===== src/rtl/arch_map_table_v2_pkg.sv =====
// Shared types and default sizes for the architectural map table.
`default_nettype none

package arch_map_table_v2_pkg;

  localparam int RT_NUM         = 2;
  localparam int MT_ENTRY       = 32;
  localparam int TAG_IDX_WIDTH  = 6;
  localparam int ARCH_IDX_WIDTH = $clog2(MT_ENTRY);
  localparam int RESTORE_WIDTH  = 8;

  typedef struct packed {
    logic                      wr_en;
    logic [ARCH_IDX_WIDTH-1:0] arch_reg;
    logic [TAG_IDX_WIDTH-1:0]  tag;
  } RT_AMT;

  typedef struct packed {
    logic                     valid;
    logic [TAG_IDX_WIDTH-1:0] tag;
  } AMT_FL;

  typedef enum logic [0:0] {
    IDLE    = 1'b0,
    RESTORE = 1'b1
  } AMT_STATE;

endpackage

`default_nettype wire


===== src/rtl/arch_map_table_v2_retire_resolve.sv =====
// Combinational retire resolution: displaced tags and per-entry next values,
// ordered so that higher (younger) channels win same-register conflicts.
`default_nettype none

module amt_retire_resolve
  import arch_map_table_v2_pkg::*;
#(
  parameter int C_RT_NUM         = RT_NUM,
  parameter int C_MT_ENTRY       = MT_ENTRY,
  parameter int C_TAG_IDX_WIDTH  = TAG_IDX_WIDTH,
  parameter int C_ARCH_IDX_WIDTH = $clog2(C_MT_ENTRY)
) (
  input  RT_AMT [C_RT_NUM-1:0]                           rt_amt,
  input  logic  [C_MT_ENTRY-1:0][C_TAG_IDX_WIDTH-1:0]    amt,
  output AMT_FL [C_RT_NUM-1:0]                           fl,
  output logic  [C_MT_ENTRY-1:0][C_TAG_IDX_WIDTH-1:0]    amt_nxt,
  output logic  [C_MT_ENTRY-1:0]                         amt_we
);

  // A younger channel displaces whatever an older same-cycle channel wrote,
  // not the stale committed entry.
  always_comb begin
    for (int j = 0; j < C_RT_NUM; j++) begin
      fl[j].valid = rt_amt[j].wr_en;
      fl[j].tag   = amt[rt_amt[j].arch_reg];
      for (int i = 0; i < j; i++) begin
        if (rt_amt[i].wr_en && (rt_amt[i].arch_reg == rt_amt[j].arch_reg)) begin
          fl[j].tag = rt_amt[i].tag;
        end
      end
      if (!rt_amt[j].wr_en) begin
        fl[j].tag = '0;
      end
    end
  end

  always_comb begin
    for (int e = 0; e < C_MT_ENTRY; e++) begin
      amt_we[e]  = 1'b0;
      amt_nxt[e] = amt[e];
      for (int j = 0; j < C_RT_NUM; j++) begin
        if (rt_amt[j].wr_en && (rt_amt[j].arch_reg == C_ARCH_IDX_WIDTH'(e))) begin
          amt_we[e]  = 1'b1;
          amt_nxt[e] = rt_amt[j].tag;
        end
      end
    end
  end

endmodule

`default_nettype wire


===== src/rtl/arch_map_table_v2.sv =====
// Architectural map table: committed arch->phys mapping with multi-retire
// update, free-list release and beat-wise restore to the speculative map.
`default_nettype none

module arch_map_table_v2
  import arch_map_table_v2_pkg::*;
#(
  parameter int C_RT_NUM         = RT_NUM,
  parameter int C_MT_ENTRY       = MT_ENTRY,
  parameter int C_TAG_IDX_WIDTH  = TAG_IDX_WIDTH,
  parameter int C_ARCH_IDX_WIDTH = $clog2(C_MT_ENTRY),
  parameter int C_RESTORE_WIDTH  = RESTORE_WIDTH
) (
  input  logic                                            clk_i,
  input  logic                                            rst_i,
  input  RT_AMT [C_RT_NUM-1:0]                            rt_amt_i,
  output AMT_FL [C_RT_NUM-1:0]                            amt_fl_o,
  input  logic                                            rollback_i,
  output logic                                            restore_valid_o,
  input  logic                                            restore_ready_i,
  output logic  [C_ARCH_IDX_WIDTH-1:0]                    restore_base_o,
  output logic  [C_RESTORE_WIDTH-1:0][C_TAG_IDX_WIDTH-1:0] restore_tag_o,
  output logic                                            busy_o,
  output logic  [C_MT_ENTRY-1:0][C_TAG_IDX_WIDTH-1:0]     amt_o
);

  localparam int NUM_BEATS = C_MT_ENTRY / C_RESTORE_WIDTH;
  localparam int BEAT_W    = (NUM_BEATS > 1) ? $clog2(NUM_BEATS) : 1;

  AMT_STATE                                  state;
  AMT_STATE                                  state_next;
  logic [BEAT_W-1:0]                         beat;
  logic [C_MT_ENTRY-1:0][C_TAG_IDX_WIDTH-1:0] amt;
  logic [C_MT_ENTRY-1:0][C_TAG_IDX_WIDTH-1:0] amt_nxt;
  logic [C_MT_ENTRY-1:0]                     amt_we;
  AMT_FL [C_RT_NUM-1:0]                      fl_raw;
  logic                                      beat_fire;
  logic                                      last_beat;

  amt_retire_resolve #(
    .C_RT_NUM        (C_RT_NUM),
    .C_MT_ENTRY      (C_MT_ENTRY),
    .C_TAG_IDX_WIDTH (C_TAG_IDX_WIDTH),
    .C_ARCH_IDX_WIDTH(C_ARCH_IDX_WIDTH)
  ) u_resolve (
    .rt_amt (rt_amt_i),
    .amt    (amt),
    .fl     (fl_raw),
    .amt_nxt(amt_nxt),
    .amt_we (amt_we)
  );

  assign last_beat = (beat == BEAT_W'(NUM_BEATS - 1));
  assign beat_fire = (state == RESTORE) && restore_ready_i;

  always_ff @(posedge clk_i or posedge rst_i) begin
    if (rst_i) begin
      state <= IDLE;
    end else begin
      state <= state_next;
    end
  end

  always_comb begin
    state_next = state;
    case (state)
      IDLE:    if (rollback_i) state_next = RESTORE;
      RESTORE: if (beat_fire && last_beat) state_next = IDLE;
      default: state_next = IDLE;
    endcase
  end

  always_ff @(posedge clk_i or posedge rst_i) begin
    if (rst_i) begin
      beat <= '0;
    end else if (state == IDLE) begin
      beat <= '0;
    end else if (beat_fire) begin
      beat <= last_beat ? '0 : beat + 1'b1;
    end
  end

  // Retires are only honoured in IDLE; a rollback cycle still commits them
  // so the restore stream carries the newest architectural state.
  always_ff @(posedge clk_i or posedge rst_i) begin
    if (rst_i) begin
      for (int e = 0; e < C_MT_ENTRY; e++) begin
        amt[e] <= C_TAG_IDX_WIDTH'(e);
      end
    end else if (state == IDLE) begin
      for (int e = 0; e < C_MT_ENTRY; e++) begin
        if (amt_we[e]) amt[e] <= amt_nxt[e];
      end
    end
  end

  always_comb begin
    for (int j = 0; j < C_RT_NUM; j++) begin
      amt_fl_o[j] = fl_raw[j];
      if (state != IDLE) amt_fl_o[j].valid = 1'b0;
    end
  end

  always_comb begin
    restore_base_o = C_ARCH_IDX_WIDTH'(int'(beat) * C_RESTORE_WIDTH);
    for (int k = 0; k < C_RESTORE_WIDTH; k++) begin
      restore_tag_o[k] = amt[C_ARCH_IDX_WIDTH'(int'(restore_base_o) + k)];
    end
  end

  assign restore_valid_o = (state == RESTORE);
  assign busy_o          = (state == RESTORE);
  assign amt_o           = amt;

endmodule

`default_nettype wire


===== config.mk =====
export PLATFORM = sky130hd
export DESIGN_NAME = arch_map_table_v2
export DESIGN_NICKNAME = d
export VERILOG_FILES = /design/src/rtl/arch_map_table_v2_pkg.sv /design/src/rtl/arch_map_table_v2_retire_resolve.sv /design/src/rtl/arch_map_table_v2.sv
export SDC_FILE = /design/constraint.sdc
export NUM_CORES = 1
export LEC_CHECK = 0
export CORE_MARGIN = 2
export CORE_UTILIZATION = 35
export DETAILED_ROUTE_END_ITERATION = 10
export HOLD_SLACK_MARGIN = 0.06
export PLACE_DENSITY = 0.6
export SLEW_MARGIN = 20
export SYNTH_ARGS = -nofsm -noshare
export SYNTH_HDL_FRONTEND = slang
export SYNTH_SLANG_ARGS = --single-unit

===== constraint.sdc =====
create_clock -name clk_i -period 10.3 [get_ports clk_i]
set_clock_uncertainty 0.05 [all_clocks]
set_input_delay 2.06 -clock clk_i [delete_from_list [all_inputs] [get_ports clk_i]]
set_output_delay 2.06 -clock clk_i [all_outputs]
set_load 0.02 [all_outputs]

==> impl_metrics.ini, run 1 <==
[run_status]
status = finished, final reports clean

[global_route]
grt_max_degree = 83
grt_pass1_vias = 11800
grt_pass1_wl_microns = 93200
track_usage = 0.298
globalRoute.totalOverflow = 0
antenna_found_initial = 2

[critical_path]
crit_chain = clkdlybuf4s50_1 -> nor2b_1 -> a22o_1 -> nor2_1 -> a221oi_1 -> clkdlybuf4s50_1
worst_path_largest_cell_delay_ns = 1.13
cp-end-kind = primary output
crit_type = primary input to primary output
crit_top_cell = clkdlybuf4s50_1
r2r_start = busy_o
cpMaxStageDelayCell = clkdlybuf4s50_1
ff2ff_path_depth = 3
critPathLaunchType = primary input
cp.arrival_ns = 5.71
worst_path_dominant_cell_family = buffers and inverters
ff2ff_setup_slack_ns = 8.29
timing.rr.end = amt_o[131]
path_buf_inv = 2
crit_fanout = 24
required_ns = 8.19

[synth]
synth_ff_type = dfrtp_1
ys_seq_area_frac = 0.329
ys_ff_latch = 195
syn-cell-area_sq_um = 15100
syn_area_per_cell_sq_um = 14.0
yosysUniqueCellTypes = 58
synth_edf_count = 0
yosysWarningCount = 0
syn_inst = 1082
async_flop_share = 1.00
synth_top_area_share = 0.271
yosysTopAreaCell = mux2_2
synthTopCellsByArea = mux2_2 (27%), mux4_2 (19%), dfrtp_1 (19%)

[clocking]
clk_pin_slew_worst_paths_ns = 0.08
cts_htree_levels = 4
cts_resized = 0
root_buffer = clkbuf_16
clock_sinks = 195
ctsHoldBuffers = 0
clock_latency_ns = 0.46
cts_tree = done
cts.path.max_buffers = 2
cts_buffers = 17
postCtsSetupRepairBufs = 0

[hold_path]
worstHoldStart = busy_o
whs_path_depth = 1
hold_class = flop to flop
hold_end = beat[1]

[route]
dr.pass1.iters = 5
route.final.wire_length_microns = 66700
wl_per_cell_microns = 35.1
routed_via_density = 6.28
ant_nets = 0
dr.first_iter.drc_count = 1143
drc = 0
vias = 11900

[floorplan]
start_util = 0.353
core_sq_um = 42900
io_pins = 289
die_x_microns = 212
die_y_microns = 212
fp-row-count = 76
floorplan.die_area_sq_um = 44900

[sta]
max_slew.worst_pin.slew_ns = 1.21
min_period_over_period = 0.760
fmax_mhz = 128
hold_viol = 0
hold_ws_ns = 0.554
fin_setup_tns_ns = 0
setup_viol = 0
maxSlewViolCount = 0
rsz0062_at_grt = false
setup_slack_ns = 2.48
period_minus_slack_ns = 7.82
slew_headroom = 0.194

[final_layout]
n_fill_cell = 4011
layoutNonFillerInstCount = 1900
multi_input_area_sq_um = 9540
area.growth.synth_to_final_pct = 24.8
regArea_sq_um = 4990
layout.nets = 1329
layout-drive-gt1-share = 0.532

[place]
dp_slack_ns = 2.64
portBuffers = 285
place_inst = 1866
place_congestion = 0.931
place_hpwl_microns = 47300

[power_and_ir_drop]
power_frac_seq = 0.380
p_clk_frac = 0.166
netSwitchingFraction = 0.427
pwr-share-comb = 0.453
vdd_drop_max_mv = 0.188
power.total_mw = 4.35
p_switching_mw = 1.86
powerDensity_nw_per_um2 = 230
leakage_nw = 7.15
p_int_mw = 2.49

[job]
cap_violations = 0
-- per-stage QoR --
| step | instance area [sq um] | util |
|---|---|---|
| 3_5_place_dp | 18300 | 0.426 |
| 5_1_grt | 18900 | 0.441 |
| 2_1_floorplan | 15100 | - |
| 6_report | 18900 | 0.441 |
| 4_1_cts | 18900 | 0.441 |
| 3_3_place_gp | 18300 | 0.426 |
-- final cells by class --
cell class	count	area share
multi-input combinational	773	0.505
clock buffer	18	0.0232
antenna	2	0.000265
timing repair buffer	306	0.157
clock inverter	14	0.00993
inverter	7	0.00179
sequential	195	0.264
tap	585	0.0387
-- synth_stat cells (7+ instances only) --
cell type	number
a21oi_2	11
buf_2	28
buf_1	7
nor2_1	26
nand2_1	19
a2bb2oi_1	9
nand2_2	17
a22o_1	12
mux2_1	31
a22oi_1	17
and2_1	7
dfstp_2	80
mux4_1	14
mux2i_1	19
nor2_2	7
clkbuf_1	48
mux2_2	365
nor2b_1	10
a221oi_1	9
mux4_2	130
buf_4	12
buf_6	11
dfrtp_1	115
-- registers in the layout, summed over array words and instances, names as in the netlist --
signal / cells
beat: 2
busy_o: 1
amt_o: 192
-- cells by family after synthesis --
kind of cell    Yosys count  synth area share
xor+xnor                  5           0.00339
simple gates            115            0.0493
other cells               1          0.000248
fa+ha+maj                 1          0.000826
flops                   195             0.329
mux                     559             0.525
compound gates           90            0.0512
buf+inv                 116            0.0414
-- power by group through the flow --
stage,Clock (mW),Combinational [mW],Sequential (mW)
after floorplan,0,0.953,1.51
after global placement,0,1.96,1.64
after detailed placement,0,1.97,1.64
after CTS,0.736,1.98,1.62
after global routing,0.765,2.05,1.66
final,0.724,1.97,1.66
-- metal layers --
layer | track usage | wire (microns) | vias to the layer above
met1 | 0.405 | 27100 | 6351
met3 | 0.0774 | 6250 | 149
met2 | 0.447 | 30300 | 716
met5 | 0 | 0 | -
li1 | - | - | 4723
met4 | 0.136 | 3140 | 0
-- worst max-delay path by stage --
stage | slack (ns) | endpoint | startpoint | cells past startpoint
3_3_place_gp | 2.64 | amt_fl_o[12] | rt_amt_i[21] | 6
3_5_place_dp | 2.64 | amt_fl_o[12] | rt_amt_i[21] | 6
5_1_grt | 2.45 | amt_fl_o[10] | rt_amt_i[21] | 6
4_1_cts | 2.64 | amt_fl_o[12] | rt_amt_i[21] | 6
6_report | 2.48 | amt_fl_o[10] | rt_amt_i[21] | 6
2_1_floorplan | 3.01 | amt_o[0] | rst_i | 1
-- cells in the final DEF, fill, tap and decap left out, drive strengths merged, types with 3 or more instances in the layout --
master,n
a221oi,12
a21oi,23
clkinv,11
dfstp,80
a2bb2oi,9
mux4,144
mux2i,19
nand2,36
clkbuf,18
a22o,12
mux2,396
buf,29
o31ai,6
o21ai,6
and4b,6
inv,8
and2b,3
conb,3
dfrtp,115
xnor2,5
and2,7
clkdlybuf4s50,277
and4bb,4
a22oi,17
nor2b,10
nor2,34
Note: power is estimated with default switching activity, not from simulation.
==> run 2, diff against run 1 <==
--- a/config.mk
+++ b/config.mk
@@ -9,7 +9,7 @@
 export CORE_UTILIZATION = 35
 export DETAILED_ROUTE_END_ITERATION = 10
 export HOLD_SLACK_MARGIN = 0.06
-export PLACE_DENSITY = 0.6
+export PLACE_DENSITY = 0.62
 export SLEW_MARGIN = 20
 export SYNTH_ARGS = -nofsm -noshare
 export SYNTH_HDL_FRONTEND = slang
==> constraint.sdc (replaced) <==
create_clock -name clk_i -period 6.7 [get_ports clk_i]
set_clock_uncertainty 0.05 [all_clocks]
set_input_delay 1.34 -clock clk_i [delete_from_list [all_inputs] [get_ports clk_i]]
set_output_delay 1.34 -clock clk_i [all_outputs]
set_load 0.02 [all_outputs]
==> run 2 against run 1 <==
Compared with the run above:
- critical path depth increased by 1
- worst hold slack got worse by 0.024 ns
- total power increased by 55%
- final cell count increased by 0.16%
- die area unchanged
- critical path type unchanged
- highest routed layer is now met5
==> impl_metrics.ini, run 2 (synthesis gave the netlist of run 1 again) <==
[final_layout]
n_fill_cell = 3900
layoutNonFillerInstCount = 1903
layout.nets = 1332
area.growth.synth_to_final_pct = 25.2
largest_register_ffs = 192
most-common-layout-cells = mux2_2 (365), clkdlybuf4s50_1 (277), mux4_2 (130), dfrtp_1 (112), dfstp_2 (80)
final_common_cell = mux2_2
layout-drive-gt1-share = 0.533

[clocking]
cts_buffers = 17
cts_tree = done
cts.path.max_buffers = 2
cts_resized = 0
clock_sinks = 195
root_buffer = clkbuf_16
ctsHoldBuffers = 0
clock_latency_ns = 0.47
clk_pin_slew_worst_paths_ns = 0.08
postCtsSetupRepairBufs = 0
cts_htree_levels = 4

[route]
dr.first_iter.drc_count = 1278
route.final.wire_length_microns = 66900
routed_via_density = 6.35
dr.pass1.iters = 5
wl_per_cell_microns = 35.1
ant_nets = 0
drc = 0
vias = 12100

[critical_path]
cp.arrival_ns = 4.64
crit_type = primary input to primary output
crit_path_start = rt_amt_i[21]
ff2ff_path_depth = 3
required_ns = 5.31
crit_end = amt_fl_o[10]
r2r_start = busy_o
ff2ff_setup_slack_ns = 4.71
crit_fanout = 16
critPathLaunchType = primary input
cp-end-kind = primary output
timing.rr.end = amt_o[127]

[sta]
min_period_over_period = 0.899
setup_slack_ns = 0.675
fin_setup_tns_ns = 0
max_slew.worst_pin.slew_ns = 1.14
hold_ws_ns = 0.530
fmax_mhz = 166
setup_viol = 0
period_minus_slack_ns = 6.03
maxSlewViolCount = 0
hold_viol = 0
rsz0062_at_grt = false
slew_headroom = 0.232

[power_and_ir_drop]
powerDensity_nw_per_um2 = 355
leakage_nw = 7.17
vdd_drop_max_mv = 0.316

[floorplan]
die_x_microns = 212
core_sq_um = 42900
floorplan.die_area_sq_um = 44900
io_pins = 289
fp-row-count = 76
die_y_microns = 212
start_util = 0.353

[job]
cap_violations = 0

[global_route]
track_usage = 0.299
globalRoute.totalOverflow = 0
antenna_found_initial = 1
grt_pass1_wl_microns = 93800
grt_max_degree = 115
grt_pass1_vias = 12000

[place]
place_congestion = 0.934
dp_slack_ns = 0.896
place_hpwl_microns = 48100
portBuffers = 285
place_inst = 1869

[run_status]
status = finished, final reports clean

[hold_path]
hold_class = flop to flop
[run 2: cell count changes in the layout (fill, tap and decap cells not counted)]
cell        before  now
clkbuf_8         1    0
clkinv_4         3    0
clkinvlp_4       0    3
buf_12           0    1
buf_4           23   25
inv_6            4    3
bufinv_16        2    3
inv_8            4    5
[run 2: critical path, cell delays in order]
cell             delay, ns
clkdlybuf4s50_1       0.71
buf_4                 0.30
and2_1                0.51
a22o_1                0.24
nor2_1                0.05
a221oi_1              0.72
clkdlybuf4s50_1       0.75
[run 2: how the worst min path moves through the flow]
stage,start,to,slack (ns),cells after the start
3_3_place_gp,busy_o,busy_o,0.51,1
6_report,busy_o,busy_o,0.53,1
5_1_grt,busy_o,busy_o,0.57,1
3_5_place_dp,busy_o,busy_o,0.52,1
4_1_cts,busy_o,busy_o,0.54,1
2_1_floorplan,amt_o[132],amt_o[132],0.60,1
[run 2: stage by stage]
stage	util	power, mW	area [sq um]
finish	0.442	6.74	19000
global route	0.442	6.91	18900
CTS	0.442	6.70	18900
detailed placement	0.427	5.55	18300
global placement	0.427	5.52	18300
floorplan	-	3.79	15100
[run 2: layer usage]
metal,vias up,wire (microns),GRT usage,part of all wire
met3,177,6080,0.0662,0.091
met4,2,3420,0.154,0.051
li1,4737,-,-,-
met5,-,12,0,0.00018
met1,6400,26500,0.398,0.40
met2,764,30800,0.457,0.46
[run 2: cell type report]
| type | instances | area [sq um] | share of cell area |
|---|---|---|---|
| clock buffers | 17 | 425 | 0.0224 |
| diodes | 2 | 5.00 | 0.000264 |
| inverters | 7 | 33.8 | 0.00178 |
| multi-input cells | 773 | 9540 | 0.503 |
| flip-flops and latches | 195 | 4990 | 0.263 |
| repair buffers | 309 | 3010 | 0.159 |
| clock inverters | 15 | 216 | 0.0114 |
| well taps | 585 | 732 | 0.0386 |
[run 2: power by group]
| part | internal (mW) | switching, mW | leakage, nW | total [mW] |
|---|---|---|---|---|
| combinational | 1.65 | 1.33 | 4.49 | 2.97 |
| clock | 0.608 | 0.543 | 0.304 | 1.15 |
| sequential | 1.61 | 1.00 | 2.38 | 2.61 |
| total | 3.86 | 2.88 | 7.17 | 6.74 |
==> run 3, diff against run 2 <==
==> constraint.sdc (replaced) <==
create_clock -name clk_i -period 6.7 [get_ports clk_i]
set_clock_uncertainty 0.05 [all_clocks]
set_input_delay 0.67 -clock clk_i [delete_from_list [all_inputs] [get_ports clk_i]]
set_output_delay 0.67 -clock clk_i [all_outputs]
set_load 0.01 [all_outputs]
==> run 3 against run 2 <==
Compared with the run above:
- first-iteration DRC count down 25%
- register-to-register slack about the same
- setup slack better by 1.1 ns
- cell area down 0.53%
- via count down 0.70%
- largest power group unchanged
- combinational power down 9.8%
- maximum frequency up 22%
- worst hold slack better by 0.029 ns
- critical path depth down 1
- sequential power down 3%
- wire length down 0.21%
==> impl_metrics.ini, run 3 (synthesis gave the netlist of run 1 again) <==
[final_layout]
layoutNonFillerInstCount = 1901
largest_register_ffs = 192
final_area_sq_um = 18900
layout-drive-gt1-share = 0.533
most-common-layout-cells = mux2_2 (365), clkdlybuf4s50_1 (277), mux4_2 (130), dfrtp_1 (112), dfstp_2 (80)
area.growth.synth_to_final_pct = 24.5
final_common_cell = mux2_2
fin_util = 0.440
layout.nets = 1331
n_fill_cell = 3943

[power_and_ir_drop]
p_switching_mw = 2.49
leakage_nw = 7.13
p_int_mw = 3.75
power_frac_seq = 0.406
powerDensity_nw_per_um2 = 331
p_clk_frac = 0.163
power.total_mw = 6.24
netSwitchingFraction = 0.399
pwr-share-comb = 0.430
vdd_drop_max_mv = 0.192

[clocking]
ctsHoldBuffers = 0
postCtsSetupRepairBufs = 0
cts_tree = done
cts_htree_levels = 4
clock_latency_ns = 0.47
clock_sinks = 195
cts_buffers = 17
cts_resized = 0
cts.path.max_buffers = 2
root_buffer = clkbuf_16
clk_pin_slew_worst_paths_ns = 0.07

[place]
place_congestion = 0.931
place_inst = 1868
place_hpwl_microns = 47800
portBuffers = 285
place_area_sq_um = 18300

[sta]
rsz0062_at_grt = false
fmax_mhz = 203
hold_viol = 0
min_period_over_period = 0.736
period_minus_slack_ns = 4.93
setup_viol = 0
fin_setup_tns_ns = 0
max_slew.worst_pin.slew_ns = 1.16
maxSlewViolCount = 0
slew_headroom = 0.226

[floorplan]
core_sq_um = 42900
floorplan.die_area_sq_um = 44900
die_x_microns = 212
fp-row-count = 76
io_pins = 289
start_util = 0.353
die_y_microns = 212

[global_route]
antenna_found_initial = 1
globalRoute.totalOverflow = 0
grt_max_degree = 86
grt_pass1_vias = 11900
track_usage = 0.299
grt_pass1_wl_microns = 93800

[route]
routed_via_density = 6.31
ant_nets = 0
wl_met1_microns = 27100
vias = 12000
wl_met3_microns = 6060
wl_met2_microns = 30000
dr.first_iter.drc_count = 957
dr.pass1.iters = 7
wl_per_cell_microns = 35.1
top_layer = met5
drc = 0
route.final.wire_length_microns = 66700

[critical_path]
crit_fanout = 19
critPathLaunchType = primary input
cp-end-kind = primary output
cp.arrival_ns = 4.21
required_ns = 5.98
crit_type = primary input to primary output

[hold_path]
hold_class = flop to flop

[job]
cap_violations = 0

[run_status]
status = finished, final reports clean
run 3: layer usage:
layer,GRT usage,vias to the layer above
met4,0.155,2
met3,0.0817,177
li1,-,4728
met2,0.452,691
met5,0,-
met1,0.394,6398
run 3: path summary, 6_finish.rpt:
path	start	to	slack, ns	depth (start not counted)
setup / recovery	rt_amt_i[20]	amt_fl_o[12]	1.77	6
hold / removal	amt_o[111]	amt_o[111]	0.56	1
setup reg to reg	busy_o	amt_o[131]	4.71	3
hold reg to reg	amt_o[111]	amt_o[111]	0.56	1
max in group asynchronous	rst_i	amt_o[110]	4.71	3
min in group asynchronous	rst_i	amt_o[132]	0.64	2
run 3: critical path: stages:
cell	delay, ns
clkdlybuf4s50_1	1.13
nor2b_1	0.86
a22o_1	0.28
nor2_1	0.05
a221oi_1	0.55
clkdlybuf4s50_1	0.66
run 3: final cells by class:
cell class	instances	area [sq um]	share of cell area
repair buffers	308	2990	0.159
diodes	1	2.50	0.000133
clock buffers	19	443	0.0235
clock inverters	13	115	0.00611
well taps	585	732	0.0388
flip-flops and latches	195	4990	0.265
multi-input cells	773	9550	0.507
inverters	7	33.8	0.00179
run 3: per-stage QoR:
stage	worst slack, ns	hold slack [ns]
global route	1.53	0.587
global placement	1.89	0.520
CTS	1.83	0.545
floorplan	0.800	0.521
finish	1.77	0.559
detailed placement	1.83	0.529
run 3: power groups by stage:
stage	Clock (mW)	Combinational, mW	Sequential (mW)
floorplan	0	1.35	2.07
global route	1.09	2.80	2.55
detailed placement	0	2.68	2.51
global placement	0	2.66	2.50
finish	1.02	2.68	2.54
CTS	1.04	2.68	2.49
